File: src/rtl/stage_sched.sv
// stage_sched: walks the classifier ROM cascade for one window.
// Optional: define STAGE_SCHED_PERF_EN to add perf_cycles_o.
`ifndef THRESHOLD
`define THRESHOLD 2'd0
`endif
`ifndef LEFT_VAL
`define LEFT_VAL 2'd1
`endif
`ifndef RIGHT_VAL
`define RIGHT_VAL 2'd2
`endif

module stage_sched #(
  parameter int STAGE_CNT = 22,
  parameter int ROM_AW    = 14,
  parameter int THR_LAT   = 5
) (
  input  logic              clk_i,
  input  logic              rst_i,
  input  logic              win_start_i,
  output logic              win_busy_o,
  output logic              rom_rd_o,
  output logic [ROM_AW-1:0] rom_addr_o,
  input  logic [31:0]       rom_rdata_i,
  output logic              new_stage_o,
  output logic [31:0]       thresholds_o,
  output logic [1:0]        thresholds_type_o,
  output logic              thresholds_val_o,
  output logic              feat_start_o,
  output logic [15:0]       feat_idx_o,
  input  logic [31:0]       stage_sum_i,
  input  logic              stage_sum_val_i,
`ifdef STAGE_SCHED_PERF_EN
  output logic [31:0]       perf_cycles_o,
`endif
  output logic              result_val_o,
  output logic              result_face_o,
  output logic [7:0]        result_stage_o
);

  typedef enum logic [3:0] {
    S_IDLE, S_HDR_N, S_HDR_THR, S_LD_THR,
    S_LD_LEFT, S_LD_RIGHT, S_THR_ISSUE, S_THR_WAIT,
    S_FEAT_START, S_FEAT_WAIT, S_STAGE_CHK, S_DONE
  } state_t;

  state_t r_st, w_st_nx;
  logic              r_ph;
  logic              w_rd_st;
  logic [ROM_AW-1:0] r_addr;
  logic [15:0]       r_n;
  logic [15:0]       r_fcnt;
  logic [15:0]       w_fcnt_inc;
  logic [15:0]       r_feat_idx;
  logic [7:0]        r_stage;
  logic [7:0]        r_tw;
  logic [31:0]       r_sthr;
  logic [31:0]       r_fthr;
  logic [31:0]       r_sum;
  logic [31:0]       r_thr;
  logic [1:0]        r_thr_type;
  logic              r_thr_val;
  logic              r_new_stage;
  logic              r_feat_start;
  logic              r_busy;
  logic              r_pass;
  logic              r_res_val;
  logic              r_face;
  logic [7:0]        r_res_stage;
  logic              w_last_feat;
  logic              w_last_stage;
  logic              w_sz, w_tz, w_ss, w_ts;
  logic              w_ge;

  assign w_fcnt_inc   = r_fcnt + 16'd1;
  assign w_last_feat  = (w_fcnt_inc == r_n);
  assign w_last_stage = (r_stage == 8'(STAGE_CNT - 1));

  // zero magnitudes are treated as positive so +0 == -0
  assign w_sz = (r_sum[30:0] == 31'd0);
  assign w_tz = (r_sthr[30:0] == 31'd0);
  assign w_ss = r_sum[31] & ~w_sz;
  assign w_ts = r_sthr[31] & ~w_tz;

  always_comb begin
    w_ge = 1'b0;
    if (w_ss != w_ts)
      w_ge = w_ts;
    else if (!w_ss)
      w_ge = (r_sum[30:0] >= r_sthr[30:0]);
    else
      w_ge = (r_sum[30:0] <= r_sthr[30:0]);
  end

  always_comb begin
    w_st_nx = r_st;
    w_rd_st = 1'b0;
    unique case (r_st)
      S_IDLE:
        if (win_start_i) w_st_nx = S_HDR_N;
      S_HDR_N: begin
        w_rd_st = 1'b1;
        if (r_ph) w_st_nx = S_HDR_THR;
      end
      S_HDR_THR: begin
        w_rd_st = 1'b1;
        if (r_ph)
          w_st_nx = (r_n == 16'd0) ? S_STAGE_CHK : S_LD_THR;
      end
      S_LD_THR: begin
        w_rd_st = 1'b1;
        if (r_ph) w_st_nx = S_LD_LEFT;
      end
      S_LD_LEFT: begin
        w_rd_st = 1'b1;
        if (r_ph) w_st_nx = S_LD_RIGHT;
      end
      S_LD_RIGHT: begin
        w_rd_st = 1'b1;
        if (r_ph) w_st_nx = S_THR_ISSUE;
      end
      S_THR_ISSUE:
        w_st_nx = S_THR_WAIT;
      S_THR_WAIT:
        if (r_tw == 8'(THR_LAT)) w_st_nx = S_FEAT_START;
      S_FEAT_START:
        w_st_nx = S_FEAT_WAIT;
      S_FEAT_WAIT:
        if (stage_sum_val_i)
          w_st_nx = w_last_feat ? S_STAGE_CHK : S_LD_THR;
      S_STAGE_CHK:
        w_st_nx = (!w_ge || w_last_stage) ? S_DONE : S_HDR_N;
      S_DONE:
        w_st_nx = S_IDLE;
      default:
        w_st_nx = S_IDLE;
    endcase
  end

  always_ff @(posedge clk_i or negedge rst_i) begin
    if (!rst_i) begin
      r_st         <= S_IDLE;
      r_ph         <= 1'b0;
      r_addr       <= '0;
      r_n          <= '0;
      r_fcnt       <= '0;
      r_feat_idx   <= '0;
      r_stage      <= '0;
      r_tw         <= '0;
      r_sthr       <= '0;
      r_fthr       <= '0;
      r_sum        <= '0;
      r_thr        <= '0;
      r_thr_type   <= '0;
      r_thr_val    <= 1'b0;
      r_new_stage  <= 1'b0;
      r_feat_start <= 1'b0;
      r_busy       <= 1'b0;
      r_pass       <= 1'b0;
      r_res_val    <= 1'b0;
      r_face       <= 1'b0;
      r_res_stage  <= '0;
    end else begin
      r_st         <= w_st_nx;
      r_ph         <= w_rd_st & ~r_ph;
      r_thr_val    <= 1'b0;
      r_new_stage  <= 1'b0;
      r_feat_start <= 1'b0;
      r_res_val    <= 1'b0;
      if (w_rd_st && !r_ph)
        r_addr <= r_addr + 1'b1;
      unique case (r_st)
        S_IDLE:
          if (win_start_i) begin
            r_addr      <= '0;
            r_stage     <= '0;
            r_feat_idx  <= '0;
            r_busy      <= 1'b1;
            r_face      <= 1'b0;
            r_res_stage <= '0;
          end
        S_HDR_N:
          if (!r_ph) begin
            r_new_stage <= 1'b1;
            r_sum       <= '0;
          end else begin
            r_n    <= rom_rdata_i[15:0];
            r_fcnt <= '0;
          end
        S_HDR_THR:
          if (r_ph) r_sthr <= rom_rdata_i;
        S_LD_THR:
          if (r_ph) r_fthr <= rom_rdata_i;
        S_LD_LEFT:
          if (r_ph) begin
            r_thr      <= rom_rdata_i;
            r_thr_type <= `LEFT_VAL;
            r_thr_val  <= 1'b1;
          end
        S_LD_RIGHT:
          if (r_ph) begin
            r_thr      <= rom_rdata_i;
            r_thr_type <= `RIGHT_VAL;
            r_thr_val  <= 1'b1;
          end
        S_THR_ISSUE: begin
          r_thr      <= r_fthr;
          r_thr_type <= `THRESHOLD;
          r_thr_val  <= 1'b1;
          r_tw       <= '0;
        end
        S_THR_WAIT:
          r_tw <= r_tw + 8'd1;
        S_FEAT_START:
          r_feat_start <= 1'b1;
        S_FEAT_WAIT:
          if (stage_sum_val_i) begin
            r_sum      <= stage_sum_i;
            r_feat_idx <= r_feat_idx + 16'd1;
            r_fcnt     <= w_fcnt_inc;
          end
        S_STAGE_CHK: begin
          r_pass <= w_ge;
          if (w_ge && !w_last_stage)
            r_stage <= r_stage + 8'd1;
        end
        S_DONE: begin
          r_res_val   <= 1'b1;
          r_face      <= r_pass;
          r_res_stage <= r_stage;
          r_busy      <= 1'b0;
        end
        default: ;
      endcase
    end
  end

`ifdef STAGE_SCHED_PERF_EN
  logic [31:0] r_perf;

  // preset to 2: the accept cycle plus the first cycle it is visible
  always_ff @(posedge clk_i or negedge rst_i) begin
    if (!rst_i)
      r_perf <= '0;
    else if (r_st == S_IDLE && win_start_i)
      r_perf <= 32'd2;
    else if (r_busy && r_perf != 32'hFFFF_FFFF)
      r_perf <= r_perf + 32'd1;
  end

  assign perf_cycles_o = r_perf;
`endif

  assign win_busy_o        = r_busy;
  assign rom_rd_o          = w_rd_st & ~r_ph;
  assign rom_addr_o        = r_addr;
  assign new_stage_o       = r_new_stage;
  assign thresholds_o      = r_thr;
  assign thresholds_type_o = r_thr_type;
  assign thresholds_val_o  = r_thr_val;
  assign feat_start_o      = r_feat_start;
  assign feat_idx_o        = r_feat_idx;
  assign result_val_o      = r_res_val;
  assign result_face_o     = r_face;
  assign result_stage_o    = r_res_stage;

endmodule

File: config.mk
export PLATFORM = sky130hd
export DESIGN_NAME = stage_sched
export DESIGN_NICKNAME = d
export VERILOG_FILES = /design/src/rtl/stage_sched.sv
export SDC_FILE = /design/constraint.sdc
export NUM_CORES = 1
export LEC_CHECK = 0
export CORE_MARGIN = 3
export CORE_UTILIZATION = 43
export DETAILED_ROUTE_END_ITERATION = 6
export GPL_ROUTABILITY_DRIVEN = 1
export SETUP_SLACK_MARGIN = 0.3
export SLEW_MARGIN = 0
export SYNTH_ARGS = -nofsm -noshare
export SYNTH_HDL_FRONTEND = slang
export SYNTH_SLANG_ARGS = --single-unit
File: constraint.sdc
create_clock -name clk_i -period 6.62 [get_ports clk_i]
set_clock_uncertainty 0.2 [all_clocks]
set_input_delay 1.655 -clock clk_i [delete_from_list [all_inputs] [get_ports clk_i]]
set_output_delay 1.655 -clock clk_i [all_outputs]
set_load 0.005 [all_outputs]
Word level (Yosys, flattened, before mapping):

Index checks and enable logic that the tools add are counted.
W data, S select, Z words.

* bits in registers: 228
* input bits: 68
* output and inout bits: 79
* word-level logic and storage cells: 137

* $add $sub $neg: 5
* order comparisons: 2
* equal/unequal tests: 26
* multiplexer cells: 47
* bitwise operators: 6
* reduce and logical (&&, ||, !) cells: 30

Operator list (count)
* $pmux W32 S2: 2
* $mux W32: 3
* $mux W16: 4
* $pmux W16 S2: 2
* $logic_not A31 Y1: 2
* $pmux W8 S2: 3
* $mux W4: 11
* $pmux W4 S11: 1
* $mux W14: 3
* $add A16 B1 Y16 const B: 2
* $ge A31 B31 Y1: 1
* $le A31 B31 Y1: 1
* $ne A2 B2 Y1 const B: 10
* $add A8 B1 Y8 const B: 2
* $eq A16 B16 Y1: 1
* $eq A4 B3 Y1 const B: 4
* $eq A4 B4 Y1 const B: 4
* $logic_not A16 Y1: 1
* $mux W8: 2
* $reduce_and A3 Y1: 5
* $add A14 B1 Y14 const B: 1
* $reduce_bool A2 Y1: 6
* $mux W1: 10
* $reduce_and A2 Y1: 5
* 19 further kinds: 30

Logic depth before layout (Yosys ltp):

* word-level depth: 9
* mapped depth: 11
* depth with buffers taken out: 10

Worst setup path after synthesis:

Ideal clock, no wire load.

* kind: in2reg
* start point: input stage_sum_val_i
* end point: register r_feat_idx[15] (netlist: feat_idx_o[15])
* setup time: 0.132 ns
* arrival time: 2.901 ns
* data required time: 6.288 ns
* setup slack: 3.387 ns
* stages on the path: 7
* buffers on the path: 0
* path through: inv_1 > nor3_1 > o2111a_1 > nor2b_1 > nand3_1 > xor2_1 > nor2_1

* longest elaborated chain between the ends: 2

RTL lines
* start, declared: line 32 `input logic stage_sum_val_i,`
* $ne A2 B2 Y1 (no line)
* $reduce_and A3 Y1 (no line)
* end signal, assigned: line 219 `r_feat_idx <= r_feat_idx + 16'd1;`
* end, declared: line 54 `logic [15:0] r_feat_idx;`

Every way passes these cells.
A chain may end at the register's enable or synchronous reset.

Final worst setup path:

* start point: register r_st[1]
* end point: output rom_rd_o

* longest elaborated chain between the ends: 4
* elaborated cells on any way between the ends: 8
* classes of those cells: eq/ne (5); mux (1); bitwise (1); reduce/logical (1)

RTL lines
* start, declared: line 47 `state_t r_st, w_st_nx;`
* start signal, assigned: line 164 `r_st <= w_st_nx;`
* $eq A4 B3 Y1, or another cell as far along: line 98 `unique case (r_st)`
* $reduce_or A5 Y1 (no line) *
* $mux W1 *: line 98
* $and A1 B1 Y1 *: line 255 `assign rom_rd_o = w_rd_st & ~r_ph;`
* end, declared: line 22 `output logic rom_rd_o,`

Every way passes the cells marked *; elsewhere a longest branch is shown, timed or not.

==> results list <==
* Routability congestion estimate: 0.834
- Excluding fillers, the count of instances in the completed layout stands at 1498.
* Worst reg-to-reg path cell count: 10
- The post-route netlist has between 10% and 20% of its cells at a drive strength greater than 1.
- After floorplanning, the core was divided into 57 placement rows.
- Post-synth top area cell: sky130_fd_sc_hd__dfrtp_1
- PostCTS Resize Cnt: 0
- Once layout is complete, the utilization of the core stands at 55.1%.
- Hold Violations, Final: 0
* Startpoint of the worst setup timing path: r_st[1]$_DFFE_PN0P_
- 0 antenna diodes ended up in the layout.
* Synthesized cell area: 10900 µm²
* Most used routing layer: met2
- The tree is rooted in a sky130_fd_sc_hd__clkbuf_16.
- Met2 Resource Use GR: between 20% and 30%
- Clock tree sinks: ~230
- STA puts the critical path data required time at 4760 ps.
- The analysis attributes to net switching a power of between 2 and 2.5 mW.
* Starting Density: 44.3%
* Proportion of synthesized flip-flops having asynchronous set or reset: 100%
- In the final routed layout, each cell accounts on average for 17.4 µm.
- Along the worst path, the maximum fanout reaches 19.
- Combined global-route utilization of all metal layers: 19.1%
* Global routing usage on met1: 27.5%
- Power per cell area: 441 nW/µm²
* Number of library cell types mapped by synthesis: 56
- By area the synthesized netlist is led by sky130_fd_sc_hd__dfrtp_1, sky130_fd_sc_hd__mux2_2, sky130_fd_sc_hd__ha_1.
* DP Wirelength: 18200 µm
- Measured against its own limit, the worst slew margin works out to between 30% and 40%.
* Overall power consumption: 6.00 mW
* Area growth from synthesis to layout: 24.5%
- Result of the run: finished clean
- The analysis attributes to cell leakage a power of 6.10 nW.
- TritonCTS clock tree: yes
- In this run the deepest clock path goes through 3 buffers.
- For the worst setup path, the data arrival time is 2880 ps.
- Post-Layout Inst Area: between 10000 and 15000 µm²
- The critical path is of the reg -> out type.
* Worst hold path class: reg -> reg
* Start point of the worst hold path: thresholds_o[28]$_DFFE_PN0P_
* Area share of the largest cell type after synthesis: about 52%
- Number of buffer cells added on primary ports: 146
- DP Worst Slack: roughly 2400 ps
- Leading cell type by number of instances after synthesis: sky130_fd_sc_hd__dfrtp_1
- Sequential cells burn 40.4% of the power.
* Post-Route Hold Slack: 279 ps
* Cell-internal power: 3.97 mW
- In the synthesized netlist the dominant register cell turns out to be sky130_fd_sc_hd__dfrtp_1.
- Initial DRT Pass Iterations: 5
- Total detailed-routing wirelength: 26000 µm
* Min Tclk post-route: 4730 ps
- STA classifies the critical path endpoint as a primary output.
* Total number of H-tree levels: 1
* Final Setup Violations: 0
* Setup Buffers After CTS: 0
- The placed instances occupy a cell area of approximately 13000 µm².
- The synthesized design contains 228 register bits.
- Core Box Area: 24700 µm²
- Combinational cells account for 35.2% of the total power.
- Max Clock Freq: between 200 and 250 MHz
- # Max-Cap Violations: 0
* Hold path depth: 2
- Global-route wire length before repair: 42000 µm
- Dividing the detail-routed via count by the number of cells gives 5.36.
- RSZ-0062 raised after global routing: false
* Clock power frac: 24.4%
- Height of the die: 165 µm
* Final routed DRC violation total: 0
- Synthesized Nets: 1124
* NumNets Final: about 1300
- Total overflow reported by the global router: 0
- Final-report max-slew violation count: 0
* Switching part of the total power: 33.8%
* Synthesized instance count: 1018
- The worst setup path is launched from a flop.
- Sequential cells were found to cover a little over half of the synthesized design area.
* Vias in the first global route: 7970
- Entering global routing, the biggest net connects ~140 pins.
* # IOs: roughly 150
- In this run, placement finished with an instance count of 1453.
- In this run the critical register-to-register path is launched from r_sthr[29]$_DFFE_PN0P_.
* Die Width: 165 µm
- Global-route track usage on met3: roughly 4.5%
- After the first detailed-routing iteration, the DRC count stood at 501.
- Fin worst setup slack: 1890 ps
- Most numerous cell types in the synthesized netlist: sky130_fd_sc_hd__dfrtp_1, sky130_fd_sc_hd__nand2_1, sky130_fd_sc_hd__o21ai_0
- The routed layout has 8027 vias.
- Antenna violation net count after detailed routing: 0
- At the later pin of the worst-skew pair, clock insertion delay measures 520 ps.
- The die covers 27400 µm².
- After clock tree synthesis, the flow added hold-fix buffers numbering 0.
- Num CTS Buffers: 26
- Summed negative setup slack over all endpoints: 0 ps
- Post-CTS clock slew at the launch and capture registers of the worst setup and hold paths: 60 ps
- Initial antenna violation count: 2
- VDD IR-drop max: 0.227 mV
* Warnings from Yosys: 0
- Syn avg cell area: around 11 µm²
- Yosys mapped a number of flops with a built-in enable equal to 0.
- Share of the clock period used by the worst path after layout: 71.5%
- Slew at the pin closest to its max-slew limit: 1000 ps
==> final timing paths <==
check / slack, ps / to
min: 280 / thresholds_o[28]$_DFFE_PN0P_
max reg2reg: 2950 / r_stage[0]$_DFFE_PN0P_
min reg2reg: 280 / thresholds_o[28]$_DFFE_PN0P_
max: 1890 / rom_rd_o
min in group asynchronous: 910 / result_val_o$_DFF_PN0_
max in group asynchronous: 4130 / r_sthr[24]$_DFFE_PN0P_
==> state kept, by name (all words and copies together), names as in the netlist, 8 cells and up <==
name            flops
r_tw                8
r_stage             8
result_stage_o      8
feat_idx_o         16
r_sthr             32
thresholds_o       32
r_fcnt             16
r_fthr             32
r_n                16
rom_addr_o         14
r_sum              32
==> cell families (layout without fill, tap and decap cells) <==
| group | after synthesis | count (layout) | synth area share, % |
|---|---|---|---|
| AO/OA/AOI/OAI | 173 | 173 | 10.1 |
| buffers and inverters | 85 | 241 | 3.02 |
| flip-flops | 228 | 228 | 52.2 |
| XOR/XNOR | 55 | 55 | 4.41 |
| AND/OR/NAND/NOR | 319 | 319 | 13.9 |
| multiplexers | 120 | 120 | 12.0 |
| adder cells (fa/ha/maj) | 38 | 38 | 4.35 |
==> power groups by stage <==
stage / Sequential [mW] / Combinational [mW] / Clock (mW)
2_1_floorplan: 2.27 / 1.40 / 0
3_3_place_gp: 2.43 / 2.08 / 0
3_5_place_dp: 2.44 / 2.13 / 0
4_1_cts: 2.43 / 2.14 / 1.50
5_1_grt: 2.50 / 2.39 / 1.57
6_report: 2.43 / 2.11 / 1.47
==> per-layer routing <==
metal / part of all wire, % / vias to the layer above
met5: 0.081 / -
met4: 2.0 / 4
met3: 6.3 / 40
met2: 44 / 194
met1: 47 / 3891
li1: - / 3898
==> worst max-delay path, cell delays in order (launching register included) <==
cell	delay, ps
sky130_fd_sc_hd__dfrtp_1	700
sky130_fd_sc_hd__nor3_1	130
sky130_fd_sc_hd__a2111oi_2	870
sky130_fd_sc_hd__clkdlybuf4s50_1	660
==> layout make-up <==
class | count | area [µm²]
well taps | 324 | 405
multi-input cells | 705 | 4920
clock inverters | 11 | 160
fillers | 2202 | 11100
repair buffers | 155 | 1550
clock buffers | 34 | 712
flip-flops and latches | 228 | 5710
inverters | 41 | 154
==> placed cells by master (no fill, tap or decap), types with 20 or more instances in the layout <==
cell                              instances
sky130_fd_sc_hd__nand4_1                 20
sky130_fd_sc_hd__ha_1                    38
sky130_fd_sc_hd__nor4_1                  22
sky130_fd_sc_hd__o21ai_0                 82
sky130_fd_sc_hd__inv_1                   40
sky130_fd_sc_hd__a22o_1                  33
sky130_fd_sc_hd__nand3_1                 35
sky130_fd_sc_hd__dfrtp_1                228
sky130_fd_sc_hd__mux2i_1                 39
sky130_fd_sc_hd__nor2_1                  64
sky130_fd_sc_hd__nand2_1                108
sky130_fd_sc_hd__mux2_2                  80
sky130_fd_sc_hd__a21oi_1                 20
sky130_fd_sc_hd__clkdlybuf4s50_1        145
sky130_fd_sc_hd__xor2_1                  36
sky130_fd_sc_hd__clkbuf_16               27
No activity file was read; power rests on OpenSTA's default activity.
